### src/rtl/bs_pkg.sv
// Shared definitions for the bit-serial MAC operand path: precision codes,
// bit-counter width, operand pair layout and feeder state encoding.
package bs_pkg;

  localparam logic [1:0] PREC_8 = 2'b00;
  localparam logic [1:0] PREC_4 = 2'b01;
  localparam logic [1:0] PREC_2 = 2'b10;

  localparam int CNT_W   = 3;
  localparam int PAIR_DW = 8;

  typedef struct packed {
    logic [PAIR_DW-1:0] act;
    logic [PAIR_DW-1:0] wgt;
    logic               last;
  } pair_t;

  typedef enum logic [1:0] {
    IDLE = 2'd0,
    RUN  = 2'd1,
    DONE = 2'd2
  } state_t;

  // True on the final bit-cycle of a pair; code 11 behaves like 8-bit.
  function automatic logic at_boundary(input logic [1:0] p, input logic [CNT_W-1:0] ph);
    logic hit;
    case (p)
      PREC_4:  hit = (ph[1:0] == 2'b11);
      PREC_2:  hit = ph[0];
      default: hit = (ph == 3'b111);
    endcase
    return hit;
  endfunction

endpackage

### src/rtl/bs_operand_feeder_if.sv
// Producer-side handshake and MAC-side operand bus of the operand feeder.
// master = pair producer / MAC observer, slave = the feeder itself.
interface bs_operand_feeder_if
  import bs_pkg::*;
#(
  parameter int DW = 8
) ();

  logic             in_valid;
  logic             in_ready;
  logic [DW-1:0]    in_act;
  logic [DW-1:0]    in_wgt;
  logic             in_last;
  logic [DW-1:0]    mac_act;
  logic [DW-1:0]    mac_wgt;
  logic             mac_en;
  logic [CNT_W-1:0] phase;

  modport master (
    output in_valid, in_act, in_wgt, in_last,
    input  in_ready, mac_act, mac_wgt, mac_en, phase
  );

  modport slave (
    input  in_valid, in_act, in_wgt, in_last,
    output in_ready, mac_act, mac_wgt, mac_en, phase
  );

endinterface

### src/rtl/bs_sync_fifo.sv
// Single-clock FIFO with synchronous active-high reset; head entry is
// visible on rdata whenever the FIFO is non-empty.
module bs_sync_fifo #(
  parameter int DEPTH = 4,
  parameter int WIDTH = 8
) (
  input  logic                     clk,
  input  logic                     rst,
  input  logic                     push,
  input  logic [WIDTH-1:0]         wdata,
  input  logic                     pop,
  output logic [WIDTH-1:0]         rdata,
  output logic                     full,
  output logic                     empty,
  output logic [$clog2(DEPTH):0]   count
);

  localparam int AW = $clog2(DEPTH);
  localparam int CW = AW + 1;

  logic [WIDTH-1:0] mem [DEPTH];
  logic [AW-1:0]    wr_ptr;
  logic [AW-1:0]    rd_ptr;
  logic             do_push;
  logic             do_pop;

  assign do_push = push && !full;
  assign do_pop  = pop && !empty;
  assign full    = (count == CW'(DEPTH));
  assign empty   = (count == '0);
  assign rdata   = mem[rd_ptr];

  // Pointers wrap naturally because DEPTH is a power of two.
  always_ff @(posedge clk) begin
    if (rst) begin
      wr_ptr <= '0;
      rd_ptr <= '0;
      count  <= '0;
      for (int i = 0; i < DEPTH; i++) mem[i] <= '0;
    end else begin
      if (do_push) begin
        mem[wr_ptr] <= wdata;
        wr_ptr      <= wr_ptr + 1'b1;
      end
      if (do_pop) rd_ptr <= rd_ptr + 1'b1;
      case ({do_push, do_pop})
        2'b10:   count <= count + 1'b1;
        2'b01:   count <= count - 1'b1;
        default: count <= count;
      endcase
    end
  end

endmodule

### src/rtl/bs_operand_feeder.sv
// Operand feeder for the bit-serial MAC: queues act/wgt pairs and holds each
// one for 8/4/2 enabled cycles so the MAC bit counter stays pair-aligned.
module bs_operand_feeder
  import bs_pkg::*;
#(
  parameter int DEPTH = 4,
  parameter int DW    = 8
) (
  input  logic                clk,
  input  logic                rst,
  input  logic [1:0]          prec,
  bs_operand_feeder_if.slave  bus,
  output logic                busy,
  output logic                vec_done
);

  localparam int PW = 2 * DW + 1;
  localparam int CW = $clog2(DEPTH) + 1;

  state_t          state;
  state_t          state_nx;
  logic [PW-1:0]   head;
  logic            full;
  logic            empty;
  logic [CW-1:0]   count;
  logic [CW-1:0]   count_nx;
  logic            push;
  logic            pop;
  logic            start_vec;
  logic            en_nx;
  logic            done_nx;
  logic            at_edge;
  logic            last_q;
  logic            in_vec;
  logic [1:0]      prec_q;

  assign bus.in_ready = !full && !rst;
  assign push         = bus.in_valid && bus.in_ready;
  assign at_edge      = at_boundary(prec_q, bus.phase);

  bs_sync_fifo #(
    .DEPTH (DEPTH),
    .WIDTH (PW)
  ) u_fifo (
    .clk   (clk),
    .rst   (rst),
    .push  (push),
    .wdata ({bus.in_act, bus.in_wgt, bus.in_last}),
    .pop   (pop),
    .rdata (head),
    .full  (full),
    .empty (empty),
    .count (count)
  );

  always_ff @(posedge clk) begin
    if (rst) state <= IDLE;
    else     state <= state_nx;
  end

  always_comb begin
    state_nx = state;
    case (state)
      IDLE: if (!empty) state_nx = RUN;
      RUN: begin
        if (at_edge) begin
          if (last_q)     state_nx = DONE;
          else if (empty) state_nx = IDLE;
        end
      end
      DONE:    state_nx = IDLE;
      default: state_nx = IDLE;
    endcase
  end

  // A pair boundary pops the next entry in the same edge, so back-to-back
  // pairs keep mac_en high without a bubble.
  always_comb begin
    pop       = 1'b0;
    start_vec = 1'b0;
    en_nx     = 1'b0;
    done_nx   = 1'b0;
    case (state)
      IDLE: begin
        if (!empty) begin
          pop       = 1'b1;
          en_nx     = 1'b1;
          start_vec = !in_vec;
        end
      end
      RUN: begin
        en_nx = 1'b1;
        if (at_edge) begin
          if (last_q) begin
            en_nx   = 1'b0;
            done_nx = 1'b1;
          end else if (!empty) begin
            pop = 1'b1;
          end else begin
            en_nx = 1'b0;
          end
        end
      end
      default: ;
    endcase
  end

  assign count_nx = count + CW'(push) - CW'(pop);

  always_ff @(posedge clk) begin
    if (rst) begin
      bus.mac_act <= '0;
      bus.mac_wgt <= '0;
      bus.mac_en  <= 1'b0;
      bus.phase   <= '0;
      last_q      <= 1'b0;
      prec_q      <= PREC_8;
      in_vec      <= 1'b0;
      busy        <= 1'b0;
      vec_done    <= 1'b0;
    end else begin
      bus.mac_en <= en_nx;
      vec_done   <= done_nx;
      busy       <= en_nx || (count_nx != '0);
      if (bus.mac_en) bus.phase <= bus.phase + 1'b1;
      if (pop) {bus.mac_act, bus.mac_wgt, last_q} <= head;
      // Precision is frozen for the whole vector once its first pair starts.
      if (start_vec) begin
        prec_q <= (prec == 2'b11) ? PREC_8 : prec;
        in_vec <= 1'b1;
      end else if (done_nx) begin
        in_vec <= 1'b0;
      end
    end
  end

endmodule
### src/flat_wrapper.sv
// flat-port wrapper written by rule: the top's interface ports become plain ports
module bs_operand_feeder_flat import bs_pkg::*;
#(
  parameter int DEPTH = 4,
  parameter int DW    = 8
)
  (clk, rst, prec, busy, vec_done, bus_in_valid, bus_in_act, bus_in_wgt, bus_in_last, bus_in_ready, bus_mac_act, bus_mac_wgt, bus_mac_en, bus_phase);
  bs_operand_feeder_if #(.DW(DW)) bus_i ();
  input  logic clk;
  input  logic rst;
  input  logic [1:0] prec;
  output logic busy;
  output logic vec_done;
  input wire logic [$bits(bus_i.in_valid)-1:0] bus_in_valid;
  input wire logic [$bits(bus_i.in_act)-1:0] bus_in_act;
  input wire logic [$bits(bus_i.in_wgt)-1:0] bus_in_wgt;
  input wire logic [$bits(bus_i.in_last)-1:0] bus_in_last;
  output wire logic [$bits(bus_i.in_ready)-1:0] bus_in_ready;
  output wire logic [$bits(bus_i.mac_act)-1:0] bus_mac_act;
  output wire logic [$bits(bus_i.mac_wgt)-1:0] bus_mac_wgt;
  output wire logic [$bits(bus_i.mac_en)-1:0] bus_mac_en;
  output wire logic [$bits(bus_i.phase)-1:0] bus_phase;
  assign bus_i.in_valid = bus_in_valid;
  assign bus_i.in_act = bus_in_act;
  assign bus_i.in_wgt = bus_in_wgt;
  assign bus_i.in_last = bus_in_last;
  assign bus_in_ready = bus_i.in_ready;
  assign bus_mac_act = bus_i.mac_act;
  assign bus_mac_wgt = bus_i.mac_wgt;
  assign bus_mac_en = bus_i.mac_en;
  assign bus_phase = bus_i.phase;
  bs_operand_feeder #(.DEPTH(DEPTH), .DW(DW)) u_core (.clk(clk), .rst(rst), .prec(prec), .bus(bus_i), .busy(busy), .vec_done(vec_done));
endmodule
### config.mk
export PLATFORM = sky130hd
export DESIGN_NAME = bs_operand_feeder_flat
export DESIGN_NICKNAME = d
export VERILOG_FILES = /design/src/rtl/bs_pkg.sv /design/src/rtl/bs_operand_feeder_if.sv /design/src/rtl/bs_sync_fifo.sv /design/src/rtl/bs_operand_feeder.sv /design/src/flat_wrapper.sv
export SDC_FILE = /design/constraint.sdc
export NUM_CORES = 1
export LEC_CHECK = 0
export CORE_AREA = 2 2 90 92
export CTS_CLUSTER_SIZE = 20
export DETAILED_ROUTE_END_ITERATION = 12
export DIE_AREA = 0 0 92 94
export DONT_BUFFER_PORTS = 1
export HOLD_SLACK_MARGIN = 0.08
export PLACE_DENSITY = 0.86
export SKIP_LAST_GASP = 1
export SLEW_MARGIN = 20
export SYNTH_ARGS = -nofsm -noshare
export SYNTH_HDL_FRONTEND = slang
export SYNTH_SLANG_ARGS = --single-unit
### constraint.sdc
create_clock -name clk -period 5.6 [get_ports clk]
set_input_delay 0.56 -clock clk [delete_from_list [all_inputs] [get_ports clk]]
set_output_delay 0.56 -clock clk [all_outputs]
set_load 0.03 [all_outputs]
[Yosys cells after proc, flatten, opt, wreduce, memory -nomap -nowiden]
Memories as Yosys holds them, arrays and structs flattened. A register that Yosys moved wholly into a read port is not among the register bits.
Cells that the tools add are included.
Cells by class
  add/subtract/negate cells: 7
  $mul: 0
  divide/modulo/power cells: 0
  magnitude comparators: 0
  equal/unequal tests: 12
  shifts and indexed selects: 0
  multiplexer cells: 29
  bitwise operators: 0
  reductions and logical operators: 16
Operators with widths (number)
  $mux W1: 17
  $mux W17: 1
  $reduce_or A17 Y1: 1
  $mux W2: 6
  $eq A2 B2 Y1 const B: 4
  $add A3 B1 Y3 const B: 2
  $eq A2 B1 Y1 const B: 3
  $eq A3 B3 Y1 const B: 2
  $pmux W1 S2: 3
  $pmux W3 S2: 1
  $add A2 B1 Y2 const B: 2
  $logic_and A1 B1 Y1: 4
  $logic_not A1 Y1: 4
  $pmux W2 S2: 1
  $reduce_bool A2 Y1: 2
  $add A3 B1 Y3: 1
  $logic_not A3 Y1: 1
  $ne A3 B1 Y1 const B: 1
  $reduce_and A3 Y1: 1
  $reduce_bool A3 Y1: 1
  $sub A3 B1 Y3: 1
  $sub A3 B1 Y3 const B: 1
  $logic_not A2 Y1: 1
  $ne A2 B1 Y1 const B: 1
  other kinds (2): 2
Storage, ports and cells
  bits in registers: 18
  bits in latches: 0
  RAM bits: 68
  ROM bits: 0
  input port bits: 22
  output and inout port bits: 23
  logic and storage cells: 75
  memories: 1
Memory list
  u_core.u_fifo.mem: words 4, width 17, read ports 1, clocked after Yosys merged registers in 1, wr ports 4, RTL line bs_sync_fifo.sv:21  | logic [WIDTH-1:0] mem [DEPTH];

[Depth between registers and ports, before layout]
  depth after elaboration: 10
  depth in mapped cells: 14
  gate-level depth less buffers: 13

[Cells and area by module]
A second synthesis with hierarchy kept.
Second synthesis, totals
  cell total of the unflattened synthesis: 354
  area total of the unflattened synthesis: 4901.0 sq um
Modules (own cells, without submodules)
  bs_sync_fifo: instances 1, cells each 215, area each 3479.6 sq um, seq. area each 2222.1 sq um
  bs_operand_feeder: instances 1, cells each 139, area each 1421.4 sq um, seq. area each 560.5 sq um

[Worst setup path before layout]
No wires, ideal clock.
  path type: flip-flop to flip-flop
  from: register u_core.bus.phase[0]
  to: register u_core.busy
  setup time: 132 ps
  data arrival time: 2781 ps
  data required time: 5468 ps
  setup slack: 2687 ps
  stages on the path, launching flop included: 14
  buffers on the path: 1
  clock period less this slack: 2913 ps
  cells stage by stage: dfxtp_1 -> ha_1 -> a221o_1 -> nand4_1 -> clkbuf_1 -> nand2_1 -> ha_1 -> inv_1 -> ha_1 -> fa_1 -> xor2_1 -> xnor2_1 -> nor3_1 -> a21oi_1
On the way
  word-level cells in the longest chain between the ends: 7
  elaborated cells between the ends (all ways): 10
  classes of those cells: add/sub: 1; eq/ne: 2; mux: 5; reduce/logical: 2
Ends and longest elaborated chain
  start, declared: RTL line bs_operand_feeder_if.sv:26  | output in_ready, mac_act, mac_wgt, mac_en, phase
  start signal, assigned: RTL line bs_operand_feeder.sv:125  | if (bus.mac_en) bus.phase <= bus.phase + 1'b1;
  $eq A3 B3 Y1 / $eq A2 B2 Y1 (equally long branches): RTL line bs_pkg.sv:30, bs_pkg.sv:28
  $pmux W1 S2 (*): RTL line bs_pkg.sv:27  | case (p)
  $mux W1: RTL line bs_operand_feeder.sv:93  | if (at_edge) begin
  $pmux W1 S2: RTL line bs_operand_feeder.sv:83  | case (state)
  $sub A3 B1 Y3: RTL line bs_operand_feeder.sv:108  | assign count_nx = count + CW'(push) - CW'(pop);
  $reduce_bool A3 Y1: RTL line bs_operand_feeder.sv:124  | busy <= en_nx || (count_nx != '0);
  $logic_or A1 B1 Y1 (*): RTL line bs_operand_feeder.sv:124
  end signal, assigned: RTL line bs_operand_feeder.sv:124
  end, declared: RTL line bs_operand_feeder.sv:13  | output logic busy,
Every way passes the cells marked *; elsewhere a longest branch is shown, timed or not.
A chain may end at the register's enable or synchronous reset.

[Final worst setup path]
Ends and elaborated chain as after synthesis.

==> qor.txt <==
Status: finished, final reports clean
Switching pwr: 0.0006526 W
Crit path top cell by count: ha_1
Share of the synthesized area in the top cell type: 0.4516
Sequential Power Share: 0.552
R2R depth: 13
Vias per Instance: 5.842
FF-to-FF setup slack: 2.10 ns
Data arrival, critical path: 3.76 ns
# setup viols final: 0
Net Sw Frac: 0.3233
Clock sink count: 103
XOR/XNOR Fraction of Synth Area: 0.01162
Hold Crit Start: rst
Largest family of logic cells by synthesized area: simple AND/OR/NAND/NOR gates
Leak: 1.733 nW
Max Slew Vio Count: 0
Final min period: 3.503 ns
Worst Hold End: u_core.u_fifo.count[0]
Postcts setup bufs: 0
Slowest stage delay, CP: 0.68 ns
Clock power frac: 0.234
Routed wire length per instance: 18.48 µm
Port Buffers: 0
Worst path slowest cell: nand4_1
CTS tree: yes
P&R area growth vs syn: 6.364%
Largest net degree at the start of global routing: 44
DRC viols: 0
Post_cts resized: 0
Req. time, crit path: 5.85 ns
Tcrit/Tclk final: 0.6256
Worst flop-to-flop path startpoint: u_core.bus.phase[0]
Avg Inst Size Synth: 12.92 µm²
Dpl hpwl: 5272 µm
Routed Antenna Nets: 0
CP delay by family, top: simple AND/OR/NAND/NOR gates
Setup_tns: 0 ns
Post-synthesis net count: 381
EDFF count, synth: 68
CP bufs+invs: 1
Layout Utilization: 0.6322
Share of layout cells above drive strength 1: 0.1178
Nets: 374
Chip width: 92 µm
Tot GR Track Use: 0.2079
Die area: 8648 µm²
Worst Path Max Fanout: 20
Initial antenna violation count: 0
Hold Path Stages: 1
Clock-pin slew on the worst setup and hold paths: 0.09 ns
First-pass GRT wire length: 13260 µm
Warnings from Yosys: 0
Routability cong.: 0.7380
# IOs: 45
Mapped cell area: 4522 µm²
Vias: 2629
Hold WC Path Type: input pin to register
ANT cells: 0
Top-count cell post-synth: and2_1
CTS root buffer: clkbuf_8
Ys flop type: edfxtp_1
Number of core rows: 32
CP cell instances: ha_1, ha_1, nand2b_1, nand4_1, nand2_1, ha_1, inv_1, ha_1, fa_1, xor2_1, xnor2_1, nor3_1, a21oi_1
Synth cell count leaders: and2_1 (69), edfxtp_1 (68), dfxtp_1 (35)
Hold_buf cts: 0
Clk Latency, worst-skew pair: 0.36 ns
Slew headroom: 0.3932
Synth Register Bits: 103
Max IR drop VDD: 0.2037 mV
Sequential-to-total area share from yosys stat: 0.6065
RSZ-0062 raised after global routing: no
PwrDens: 419.7 nW/µm²
Type of origin of the critical path: register
R2r endpoint: u_core.busy
Yosys top cell by area: edfxtp_1
Die Span Y: 94 µm
Initial DRC Count: 175
Critical Path Sink Type: register
F_max: 285.5 MHz
Core ar.: 7607 µm²
Post-synthesis adder-cell area fraction: 0.02822
Max Buffers Root-to-Sink: 2
Starting Density: 0.5944
Crit Path Category: register to register
# H-tree levels: 3
Gate count of the mapped netlist: 350
Compound-gate portion of the synthesized area: 0.06115
Post-synth cell types: 41
Setup Skew: 0.01027 ns
Worst Tran Pin Value: 0.9102 ns
Length of the first detailed-routing pass in iterations: 4
# fillers: 569
Synth async-reset ratio: 0
Hold Violations, Final: 0
Comb power frac: 0.214
Simple-Gate Fraction of Synth Area: 0.1746
Final wirelength: 8316 µm
Max-Cap Viols: 0
GR Overflow Total: 0
Vias in the first global route: 2627
Cell internal pwr: 0.001366 W
Mux share of post-synthesis cell area: 0.08910
CTS Buf Count: 9
Top cells by area, synth: edfxtp_1 (45%), dfxtp_1 (15%), and2_1 (9.5%)
-- layout make-up --
cell class                      instances  area [µm²]  area share
Sequential cell                       103        2743      0.5702
Multi-Input combinational cell        214        1649      0.3429
Clock buffer                           13       202.7     0.04214
Tap cell                              102       127.6     0.02653
Timing Repair Buffer                    5       37.54    0.007804
Inverter                               10       37.54    0.007804
Clock inverter                          3       12.51    0.002601
-- cells by family after synthesis --
family	Yosys count
AND/OR/NAND/NOR	130
flip-flops	103
AO/OA/AOI/OAI	50
buffers and inverters	33
multiplexers	19
adder cells (fa/ha/maj)	9
XOR/XNOR	6
-- how the worst max path moves through the flow --
stage | start | end | slack, ns | depth (start not counted)
finish | u_core.bus.phase[0] | u_core.busy | 2.10 | 13
global route | u_core.bus.phase[0] | u_core.busy | 1.88 | 13
CTS | u_core.bus.phase[0] | u_core.busy | 2.12 | 13
detailed placement | u_core.bus.phase[0] | u_core.busy | 2.17 | 13
global placement | u_core.bus.phase[0] | u_core.busy | 2.32 | 13
floorplan | u_core.bus.phase[0] | u_core.busy | 2.69 | 13
-- flip-flops by register name, indices dropped and copies added, names as in the netlist --
name,count
u_core.bus.phase,3
u_core.prec_q,2
u_core.busy,1
u_core.state,2
u_core.bus.mac_wgt,8
u_core.u_fifo.rd_ptr,2
u_core.u_fifo.wr_ptr,2
u_core.u_fifo.count,3
u_core.vec_done,1
u_core.last_q,1
u_core.bus.mac_act,8
u_core.in_vec,1
u_core.bus.mac_en,1
u_core.u_fifo.mem,68
-- metrics by stage --
stage	std cells	hold slack, ns	worst slack, ns	power [W]	instance area (µm²)
after floorplan	350	0.4414	2.687	0.001460	4522
after global placement	434	0.4569	2.318	0.001541	4594
after detailed placement	434	0.4639	2.175	0.001566	4594
after CTS	450	0.2450	2.122	0.002033	4810
after global routing	450	0.2429	1.876	0.002118	4810
final	450	0.2621	2.097	0.002019	4810
-- power groups by stage --
stage / logic [W] / clock network (W) / registers (W)
floorplan: 0.000361 / 0 / 0.00110
global placement: 0.000414 / 0 / 0.00113
detailed placement: 0.000431 / 0 / 0.00113
CTS: 0.000435 / 0.000481 / 0.00112
global route: 0.000488 / 0.000500 / 0.00113
finish: 0.000431 / 0.000473 / 0.00112
-- placed cells by master, fill, tap and decap left out, types with 2 or more instances in the layout --
master     instances
clkbuf_16          3
a21oi_1           23
clkbuf_8           9
buf_4              5
nor3b_1            3
o21ai_0           19
nor3_1             5
nor3b_2            2
ha_1               7
fa_1               2
or4b_1             2
xor2_1             3
dfxtp_1           35
a21boi_0           2
nand3_1           17
mux4_2            17
or2_1              3
nor2_1            10
inv_1             11
or3_1              3
edfxtp_1          68
nor2b_1            3
mux2i_1            2
and2_1            69
xnor2_1            3
nand2_1            5
-- routing by layer --
metal	vias up	track usage	wire, µm
met5	-	0	0
met2	87	0.3425	4273
met1	1280	0.2581	3164
met4	0	0.07587	159
li1	1247	-	-
met3	15	0.06982	718
Note: power is estimated with default switching activity, not from simulation.
